==> src/rtl/imem_loader_pkg.sv <==
// -----------------------------------------------------------------------------
// loader_pkg
// Shared constants and the loader FSM state type for the instruction memory
// program loader.
//   DEPTH   : number of instruction words; a count byte of 0 means DEPTH
//   ADDR_W  : instruction memory address width
//   DATA_W  : instruction word width
//   CSUM_W  : width of the XOR checksum accumulator
//   WCNT_W  : word counter width (one bit wider than ADDR_W so 256 fits)
// -----------------------------------------------------------------------------
package loader_pkg;

    localparam int DEPTH  = 256;
    localparam int ADDR_W = 8;
    localparam int DATA_W = 16;
    localparam int CSUM_W = 8;
    localparam int WCNT_W = 9;

    typedef enum logic [3:0] {
        S_IDLE  = 4'd0,
        S_COUNT = 4'd1,
        S_HI    = 4'd2,
        S_LO    = 4'd3,
        S_WRITE = 4'd4,
        S_CHECK = 4'd5,
        S_DONE  = 4'd6,
        S_ERROR = 4'd7
    } state_t;

endpackage

==> src/rtl/imem_loader_if.sv <==
// -----------------------------------------------------------------------------
// imem_loader_if
// Bundles the loader's byte stream handshake, instruction memory write port
// and status signals.
//   Load_Req            : start-of-load request (host -> loader)
//   In_Data/In_Valid    : stream byte and its valid (host -> loader)
//   In_Ready            : loader accepts a byte this cycle (loader -> host)
//   Mem_Wr/Addr/Data    : instruction memory write port (loader -> memory)
//   CPU_Hold            : processor reset hold
//   Done / Error        : completion pulse / checksum failure level
//   State               : FSM state for debug
// Modports: slave = the loader, master = the host/stream source side.
// -----------------------------------------------------------------------------
interface imem_loader_if;
    import loader_pkg::*;

    logic              Load_Req;
    logic [7:0]        In_Data;
    logic              In_Valid;
    logic              In_Ready;
    logic              Mem_Wr;
    logic [ADDR_W-1:0] Mem_Addr;
    logic [DATA_W-1:0] Mem_Data;
    logic              CPU_Hold;
    logic              Done;
    logic              Error;
    logic [3:0]        State;

    modport slave (
        input  Load_Req, In_Data, In_Valid,
        output In_Ready, Mem_Wr, Mem_Addr, Mem_Data, CPU_Hold, Done, Error, State
    );

    modport master (
        output Load_Req, In_Data, In_Valid,
        input  In_Ready, Mem_Wr, Mem_Addr, Mem_Data, CPU_Hold, Done, Error, State
    );

endinterface

==> src/rtl/imem_loader.sv <==
// -----------------------------------------------------------------------------
// imem_loader
// Fills the 256 x 16 instruction memory from a framed byte stream:
// count byte, N big-endian words, XOR checksum of the data bytes. Holds the
// processor in reset while loading and on checksum error.
// Ports:
//   clk     : system clock, rising edge
//   Reset_n : asynchronous active-low reset
//   bus     : imem_loader_if.slave (stream, memory write port, status)
// -----------------------------------------------------------------------------
module imem_loader
    import loader_pkg::*;
(
    input  logic         clk,
    input  logic         Reset_n,
    imem_loader_if.slave bus
);

    state_t              r_state;
    state_t              w_next;
    logic                r_armed;
    logic [WCNT_W-1:0]   r_count;
    logic [WCNT_W-1:0]   r_words;
    logic [ADDR_W-1:0]   r_addr;
    logic [DATA_W-1:0]   r_data;
    logic [CSUM_W-1:0]   r_csum;

    logic                w_inReady;
    logic                w_accept;
    logic                w_loadGo;
    logic                w_lastWord;

    assign w_inReady  = r_state inside {S_COUNT, S_HI, S_LO, S_CHECK};
    assign w_accept   = bus.In_Valid && w_inReady;
    // r_armed keeps a Load_Req on the first edge after reset release from
    // starting a load.
    assign w_loadGo   = bus.Load_Req && r_armed &&
                        (r_state inside {S_IDLE, S_DONE, S_ERROR});
    assign w_lastWord = (r_words + 9'd1) == r_count;

    // State register.
    always_ff @(posedge clk or negedge Reset_n) begin
        if (!Reset_n) begin
            r_state <= S_IDLE;
        end else begin
            r_state <= w_next;
        end
    end

    // Next-state logic.
    always_comb begin
        w_next = r_state;
        case (r_state)
            S_IDLE:  if (w_loadGo) w_next = S_COUNT;
            S_COUNT: if (w_accept) w_next = S_HI;
            S_HI:    if (w_accept) w_next = S_LO;
            S_LO:    if (w_accept) w_next = S_WRITE;
            S_WRITE: w_next = w_lastWord ? S_CHECK : S_HI;
            S_CHECK: if (w_accept) w_next = (bus.In_Data == r_csum) ? S_DONE : S_ERROR;
            S_DONE:  w_next = w_loadGo ? S_COUNT : S_IDLE;
            S_ERROR: if (w_loadGo) w_next = S_COUNT;
            default: w_next = S_IDLE;
        endcase
    end

    // Datapath: word count, byte assembler, address counter and checksum.
    always_ff @(posedge clk or negedge Reset_n) begin
        if (!Reset_n) begin
            r_armed <= 1'b0;
            r_count <= '0;
            r_words <= '0;
            r_addr  <= '0;
            r_data  <= '0;
            r_csum  <= '0;
        end else begin
            r_armed <= 1'b1;
            if (w_loadGo) begin
                r_addr <= '0;
                r_csum <= '0;
            end
            case (r_state)
                S_COUNT: if (w_accept) begin
                    r_count <= (bus.In_Data == 8'd0) ? WCNT_W'(DEPTH) : {1'b0, bus.In_Data};
                    r_words <= '0;
                end
                S_HI: if (w_accept) begin
                    r_data[15:8] <= bus.In_Data;
                    r_csum       <= r_csum ^ bus.In_Data;
                end
                S_LO: if (w_accept) begin
                    r_data[7:0] <= bus.In_Data;
                    r_csum      <= r_csum ^ bus.In_Data;
                end
                S_WRITE: begin
                    r_addr  <= r_addr + 8'd1;
                    r_words <= r_words + 9'd1;
                end
                default: ;
            endcase
        end
    end

    // Every status output is decoded from the state register alone.
    assign bus.In_Ready = w_inReady;
    assign bus.Mem_Wr   = (r_state == S_WRITE);
    assign bus.Mem_Addr = r_addr;
    assign bus.Mem_Data = r_data;
    assign bus.CPU_Hold = !(r_state inside {S_IDLE, S_DONE});
    assign bus.Done     = (r_state == S_DONE);
    assign bus.Error    = (r_state == S_ERROR);
    assign bus.State    = r_state;

endmodule

==> src/flat_wrapper.sv <==
// flat-port wrapper written by rule: the top's interface ports become plain ports
module imem_loader_flat import loader_pkg::*;
  (clk, Reset_n, bus_Load_Req, bus_In_Data, bus_In_Valid, bus_In_Ready, bus_Mem_Wr, bus_Mem_Addr, bus_Mem_Data, bus_CPU_Hold, bus_Done, bus_Error, bus_State);
  imem_loader_if bus_i ();
  input  logic clk;
  input  logic Reset_n;
  input wire logic [$bits(bus_i.Load_Req)-1:0] bus_Load_Req;
  input wire logic [$bits(bus_i.In_Data)-1:0] bus_In_Data;
  input wire logic [$bits(bus_i.In_Valid)-1:0] bus_In_Valid;
  output wire logic [$bits(bus_i.In_Ready)-1:0] bus_In_Ready;
  output wire logic [$bits(bus_i.Mem_Wr)-1:0] bus_Mem_Wr;
  output wire logic [$bits(bus_i.Mem_Addr)-1:0] bus_Mem_Addr;
  output wire logic [$bits(bus_i.Mem_Data)-1:0] bus_Mem_Data;
  output wire logic [$bits(bus_i.CPU_Hold)-1:0] bus_CPU_Hold;
  output wire logic [$bits(bus_i.Done)-1:0] bus_Done;
  output wire logic [$bits(bus_i.Error)-1:0] bus_Error;
  output wire logic [$bits(bus_i.State)-1:0] bus_State;
  assign bus_i.Load_Req = bus_Load_Req;
  assign bus_i.In_Data = bus_In_Data;
  assign bus_i.In_Valid = bus_In_Valid;
  assign bus_In_Ready = bus_i.In_Ready;
  assign bus_Mem_Wr = bus_i.Mem_Wr;
  assign bus_Mem_Addr = bus_i.Mem_Addr;
  assign bus_Mem_Data = bus_i.Mem_Data;
  assign bus_CPU_Hold = bus_i.CPU_Hold;
  assign bus_Done = bus_i.Done;
  assign bus_Error = bus_i.Error;
  assign bus_State = bus_i.State;
  imem_loader u_core (.clk(clk), .Reset_n(Reset_n), .bus(bus_i));
endmodule
==> config.mk <==
export PLATFORM = sky130hd
export DESIGN_NAME = imem_loader_flat
export DESIGN_NICKNAME = d
export VERILOG_FILES = /design/src/rtl/imem_loader_pkg.sv /design/src/rtl/imem_loader_if.sv /design/src/rtl/imem_loader.sv /design/src/flat_wrapper.sv
export SDC_FILE = /design/constraint.sdc
export NUM_CORES = 1
export LEC_CHECK = 0
export ABC_CLOCK_PERIOD_IN_PS = 2100
export CORE_MARGIN = 10
export CORE_UTILIZATION = 53
export DETAILED_ROUTE_END_ITERATION = 10
export PLACE_DENSITY = 0.79
export SETUP_SLACK_MARGIN = 0.15
export SLEW_MARGIN = 25
export SYNTH_ARGS = -nofsm -noshare
export SYNTH_HDL_FRONTEND = slang
export SYNTH_SLANG_ARGS = --single-unit
export TNS_END_PERCENT = 30
==> constraint.sdc <==
create_clock -name clk -period 2.1 [get_ports clk]
set_input_delay 0.63 -clock clk [delete_from_list [all_inputs] [get_ports clk]]
set_output_delay 0.63 -clock clk [all_outputs]
set_load 0.005 [all_outputs]
## Yosys cells after proc, flatten, opt, wreduce, memory -nomap -nowiden

Cells that the tools add are included.

| storage, ports and cells | value |
|---|---|
| register bits | 55 |
| bits of input ports | 12 |
| output and inout bits | 33 |
| word-level logic and storage cells | 60 |

| cells by class | value |
|---|---|
| add/sub/neg operators | 2 |
| equality and inequality tests | 14 |
| mux-type cells | 17 |
| bitwise logic cells | 1 |
| reduce and logical (&&, ||, !) cells | 18 |

Operator list:

| cell | count |
|---|---|
| $mux W8 | 5 |
| $pmux W4 S7 | 1 |
| $mux W4 | 5 |
| $mux W9 | 2 |
| $pmux W9 S2 | 1 |
| $eq A4 B3 Y1 const B | 4 |
| $ne A2 B1 Y1 const B | 5 |
| $add A9 B1 Y9 const B | 1 |
| $eq A9 B9 Y1 | 1 |
| $add A8 B1 Y8 const B | 1 |
| $eq A4 B2 Y1 const B | 2 |
| $eq A8 B8 Y1 | 1 |
| $logic_not A8 Y1 | 1 |
| $reduce_and A2 Y1 | 4 |
| $xor A8 B8 Y8 | 1 |
| $reduce_bool A2 Y1 | 3 |
| $reduce_and A5 Y1 | 1 |
| $eq A4 B1 Y1 const B | 1 |
| $logic_not A4 Y1 | 1 |
| $reduce_bool A4 Y1 | 1 |
| $reduce_or A2 Y1 | 2 |
| $logic_and A1 B1 Y1 | 3 |
| $mux W3 | 1 |
| $reduce_bool A3 Y1 | 1 |
| 2 further kinds | 3 |

## Logic depth before layout (Yosys ltp)

| logic depth | value |
|---|---|
| word-level depth | 6 |
| mapped depth | 8 |
| depth with buffers taken out | 7 |

## Worst setup path after synthesis

No wires, ideal clock.

| path | value |
|---|---|
| path type | register to output |
| start | register u_core.r_state[2], in the netlist u_core.bus.State[2] |
| end | output port bus_Mem_Wr |
| data arrival time | 1.280 ns |
| data required time | 1.470 ns |
| setup slack | 0.190 ns |
| stages on the path, launching flop included | 6 |
| path through | dfrtp_1 -> buf_2 -> nor2b_1 -> nand2_1 -> clkinv_1 -> buf_2 |

| on the way | value |
|---|---|
| word-level cells in the longest chain between the ends | 1 |

Ends and longest elaborated chain:

| item | RTL line | RTL |
|---|---|---|
| from (decl) | imem_loader.sv:19 | `state_t r_state;` |
| from (signal assigned) | imem_loader.sv:46 | `r_state <= w_next;` |
| $eq A4 B3 Y1 | imem_loader.sv:105 | `assign bus.Mem_Wr = (r_state == S_WRITE);` |
| to (decl) | flat_wrapper.sv:11 | `output wire logic [$bits(bus_i.Mem_Wr)-1:0] bus_Mem_Wr;` |

No other way between the ends.

## Worst setup path in the final report

| path | value |
|---|---|
| start | register u_core.r_words[4] |
| end | register u_core.r_state[1], in the netlist u_core.bus.State[1] |

| on the way | value |
|---|---|
| word-level cells in the longest chain between the ends | 4 |

Ends and longest elaborated chain:

| item | RTL line | RTL |
|---|---|---|
| from (decl) | imem_loader.sv:23 | `logic [WCNT_W-1:0] r_words;` |
| from (signal assigned) | imem_loader.sv:96 | `r_words <= r_words + 9'd1;` |
| $add A9 B1 Y9 | imem_loader.sv:39 | `assign w_lastWord = (r_words + 9'd1) == r_count;` |
| $eq A9 B9 Y1 | imem_loader.sv:39 |  |
| $mux W3 | imem_loader.sv:58 | `S_WRITE: w_next = w_lastWord ? S_CHECK : S_HI;` |
| $pmux W4 S7 | imem_loader.sv:53 | `case (r_state)` |

No other way between the ends.
A chain may end at the register's enable or synchronous reset.

==> out/results.ini <==
[worst_setup_path]
reg2reg_slack_ps = 80
worstPathRequired_ps = 2280
crit_path_start_kind = flop
worstSetupEndpointType = flop
crit_type = flop to flop
arrival_ps = 2200
crit_path_max_fanout = 4

[grt]
antenna_found_initial = 0
top_usage_layer = met2
grt_pass1_wl_mm = 12.3
grt_use_met2_pct = 29.8
grt_pass1_vias = 2572
overflow = 0
use_met1_pct = 20.5
grt_max_degree = 55
grtUsageMet3_pct = 5.33
grt_usage_pct = 17.3

[timing]
worst_pin_slew_ps = 615
hold_viol = 0
fin_ws_ps = 76.9
skew_ps = 2.35
setup_viol = 0
grt_setup_unrepaired = yes
timing.final.max_slew_violations = 0
finalCritPeriodShare_pct = 96.3
setup-tns-final_ps = 0
slew_headroom_pct = 58.9
fin_crit_ps = 2020
max_freq_mhz = 494

[yosys]
synth_top_family_by_area = simple AND/OR/NAND/NOR gates
synth_seq_cells = 54
synth_top_area_share_pct = 48.5
synthTopCellsByArea = dfrtp_1 48%, mux2_2 8.9%, o21ai_0 7.2%
synth.area.mux_share_pct = 9.25
synthAdderAreaFrac_pct = 0.898
yosysTopAreaCell = dfrtp_1
synthDistinctLibCells = 48
synth-xor-area-share_pct = 3.46
avgSynthCellArea_um2 = 9.78
synth_edf_count = 0
postSynthCellCount = 285
ys_seq_area_share_pct = 48.5
synth_ff_type = dfrtp_1
synthesis.area_mm2 = 0.00279
synth_fp_nets = 299
async_flop_share_pct = 100
yosys.area_share.simple_pct = 17.9
yosys_warnings = 0
synth_compound_area_share_pct = 16.0

[cells_and_area]
layoutNonFillerInstCount = 438
finish.instance_area_mm2 = 0.00376
synthToLayoutAreaGrowth_pct = 35.0
drive_gt1_share_pct = 26.4
n_antenna_cell = 0
nNetsFinal = 381

[floorplanning]
die_h_um = 92.5
core_mm2 = 0.00511
start_util_pct = 54.6
io-pin-count = 45
die-area_mm2 = 0.00856
rows = 26
die_x_um = 92.5

[clock_network]
clk_latency_ps = 310
cts_tree = built
root_buffer = clkbuf_8
htreeDepth = 2
cts-buffers-inserted = 5
cts_buffer_depth = 2
holdBufCountCts = 0
cts_sinks = 54
clkTransAtPathRegs_ps = 100

[flow_run]
max-cap-violations = 0

[power]
power_density_mw_per_mm2 = 1240
pwr-share-clk_pct = 15.3
peakVddDrop_v = 0.000752
cellLeakagePower_uw = 0.00165
pwr-share-comb_pct = 47.1
sw_frac_of_total_pct = 34.7
p_int_uw = 3030
seqPwrFrac_pct = 37.5
switching_power_uw = 1610

[detailed_routing]
routedWlPerCell_um = 16.6
dr.pass1.iters = 4
antenna_left = 0
wl_mm = 7.26
viasPerCell = 5.64
drc = 0
drt_iter0_markers = 117
vias = 2469

[run_status]
status = complete, no violations

[placement]
gp_congestion = 0.891
dpl.cell_count = 421
place_area_mm2 = 0.00353
dpl.hpwl_mm = 5.35
portBuffers = 43
place_ws_ps = -188

[worst_hold_path]
hold_path.class = input pin to async pin

==> per-layer routing <==
layer | up-vias | wire length (um)
li1 | 1180 | -
met1 | 1195 | 3020
met2 | 77 | 3630
met3 | 17 | 485
met4 | 0 | 126
met5 | - | 0
==> state kept, by name, indices dropped and copies added, names as in the netlist <==
| register | cells |
|---|---|
| u_core.r_csum | 8 |
| u_core.r_count | 9 |
| u_core.r_words | 9 |
| u_core.bus.Mem_Data | 16 |
| u_core.bus.Mem_Addr | 8 |
| u_core.bus.State | 3 |
| u_core.r_armed | 1 |
==> critical path: stages, from the launching register on <==
cell	delay, ps
dfrtp_1	420
xor2_1	210
or3_1	370
a2111o_1	450
nor4_4	250
o221ai_1	180
==> metrics by stage <==
stage	total power, uW	util [%]	hold slack, ps
after detailed placement	3790	69.1	491
after global routing	5000	73.6	299
after CTS	4560	71.9	312
after global placement	3690	69.1	468
final	4650	73.6	303
after floorplan	2750	-	334
==> cell usage in the layout, fill, tap and decap left out, types with 2 or more instances in the layout <==
cell type / instances
o41ai_1: 2
a21o_1: 2
nand4b_1: 2
and3_1: 3
o211ai_1: 3
buf_2: 3
dlygate4sd2_1: 2
mux2_2: 22
nand2_1: 24
o21ai_1: 3
o31ai_1: 3
inv_1: 8
buf_4: 39
nor4_1: 3
a22o_1: 2
or3_1: 3
dfrtp_1: 51
nand4_1: 6
clkdlybuf4s50_1: 36
buf_6: 4
conb_1: 2
clkbuf_8: 5
nand2b_1: 10
nand3_1: 10
xnor2_1: 6
o22ai_1: 3
nor2_2: 2
o21ai_0: 38
a31oi_1: 2
nor2_1: 20
a21oi_1: 7
buf_12: 2
o2111ai_1: 2
xor2_1: 4
dfrtp_2: 3
o21a_1: 2
==> power groups by stage <==
stage	Clock, uW	Combinational [uW]	Sequential (uW)
final	713	2190	1740
after global routing	785	2420	1800
after CTS	733	2090	1740
after detailed placement	0	2030	1760
after global placement	0	1970	1720
after floorplan	0	1050	1700
==> synthesized netlist by cell type, types with 4 or more instances <==
master,n
nand3_1,10
mux2_2,22
dfrtp_1,54
clkbuf_1,8
xor2_1,4
nand4_1,6
xnor2_1,7
a21oi_1,7
o21ai_0,40
nor2_1,21
inv_1,10
nand2b_1,11
nand2_1,26
and3_1,4
==> cells by family (layout without fill, tap and decap cells) <==
group / count (synthesis) / in the layout
xor gates and xnor gates: 11 / 11
and+or+nand+nor: 95 / 95
adders and majority gates: 2 / 2
buffers and inverters: 24 / 107
AOI/OAI and AO/OA: 74 / 74
DFF: 54 / 54
other: 2 / 2
muxes: 23 / 23
==> worst paths after layout <==
path,endpoint,from,cells past startpoint
max,u_core.bus.State[1],u_core.r_words[4],5
min,u_core.bus.Mem_Addr[5],Reset_n,2
max reg2reg,u_core.bus.State[1],u_core.r_words[4],5
min reg2reg,u_core.bus.Mem_Addr[4],u_core.bus.Mem_Addr[4],1
max in group asynchronous,u_core.r_words[0],Reset_n,2
min in group clk,u_core.bus.Mem_Addr[4],u_core.bus.Mem_Addr[4],1
==> cell type report <==
cell class / count / area (um^2)
Multi-Input combinational cell: 207 / 1380
Sequential cell: 54 / 1360
Fill cell: 374 / 1350
Timing Repair Buffer: 88 / 787
Tap cell: 70 / 87.6
Clock buffer: 5 / 68.8
Clock inverter: 3 / 43.8
Inverter: 11 / 43.8
==> repair_timing <==
action / CTS / global route
gates resized for setup: 21 / 20
setup endpoints to repair: 12 / 36
setup buffers: 3 / 6
No activity file was read; power rests on OpenSTA's default activity.
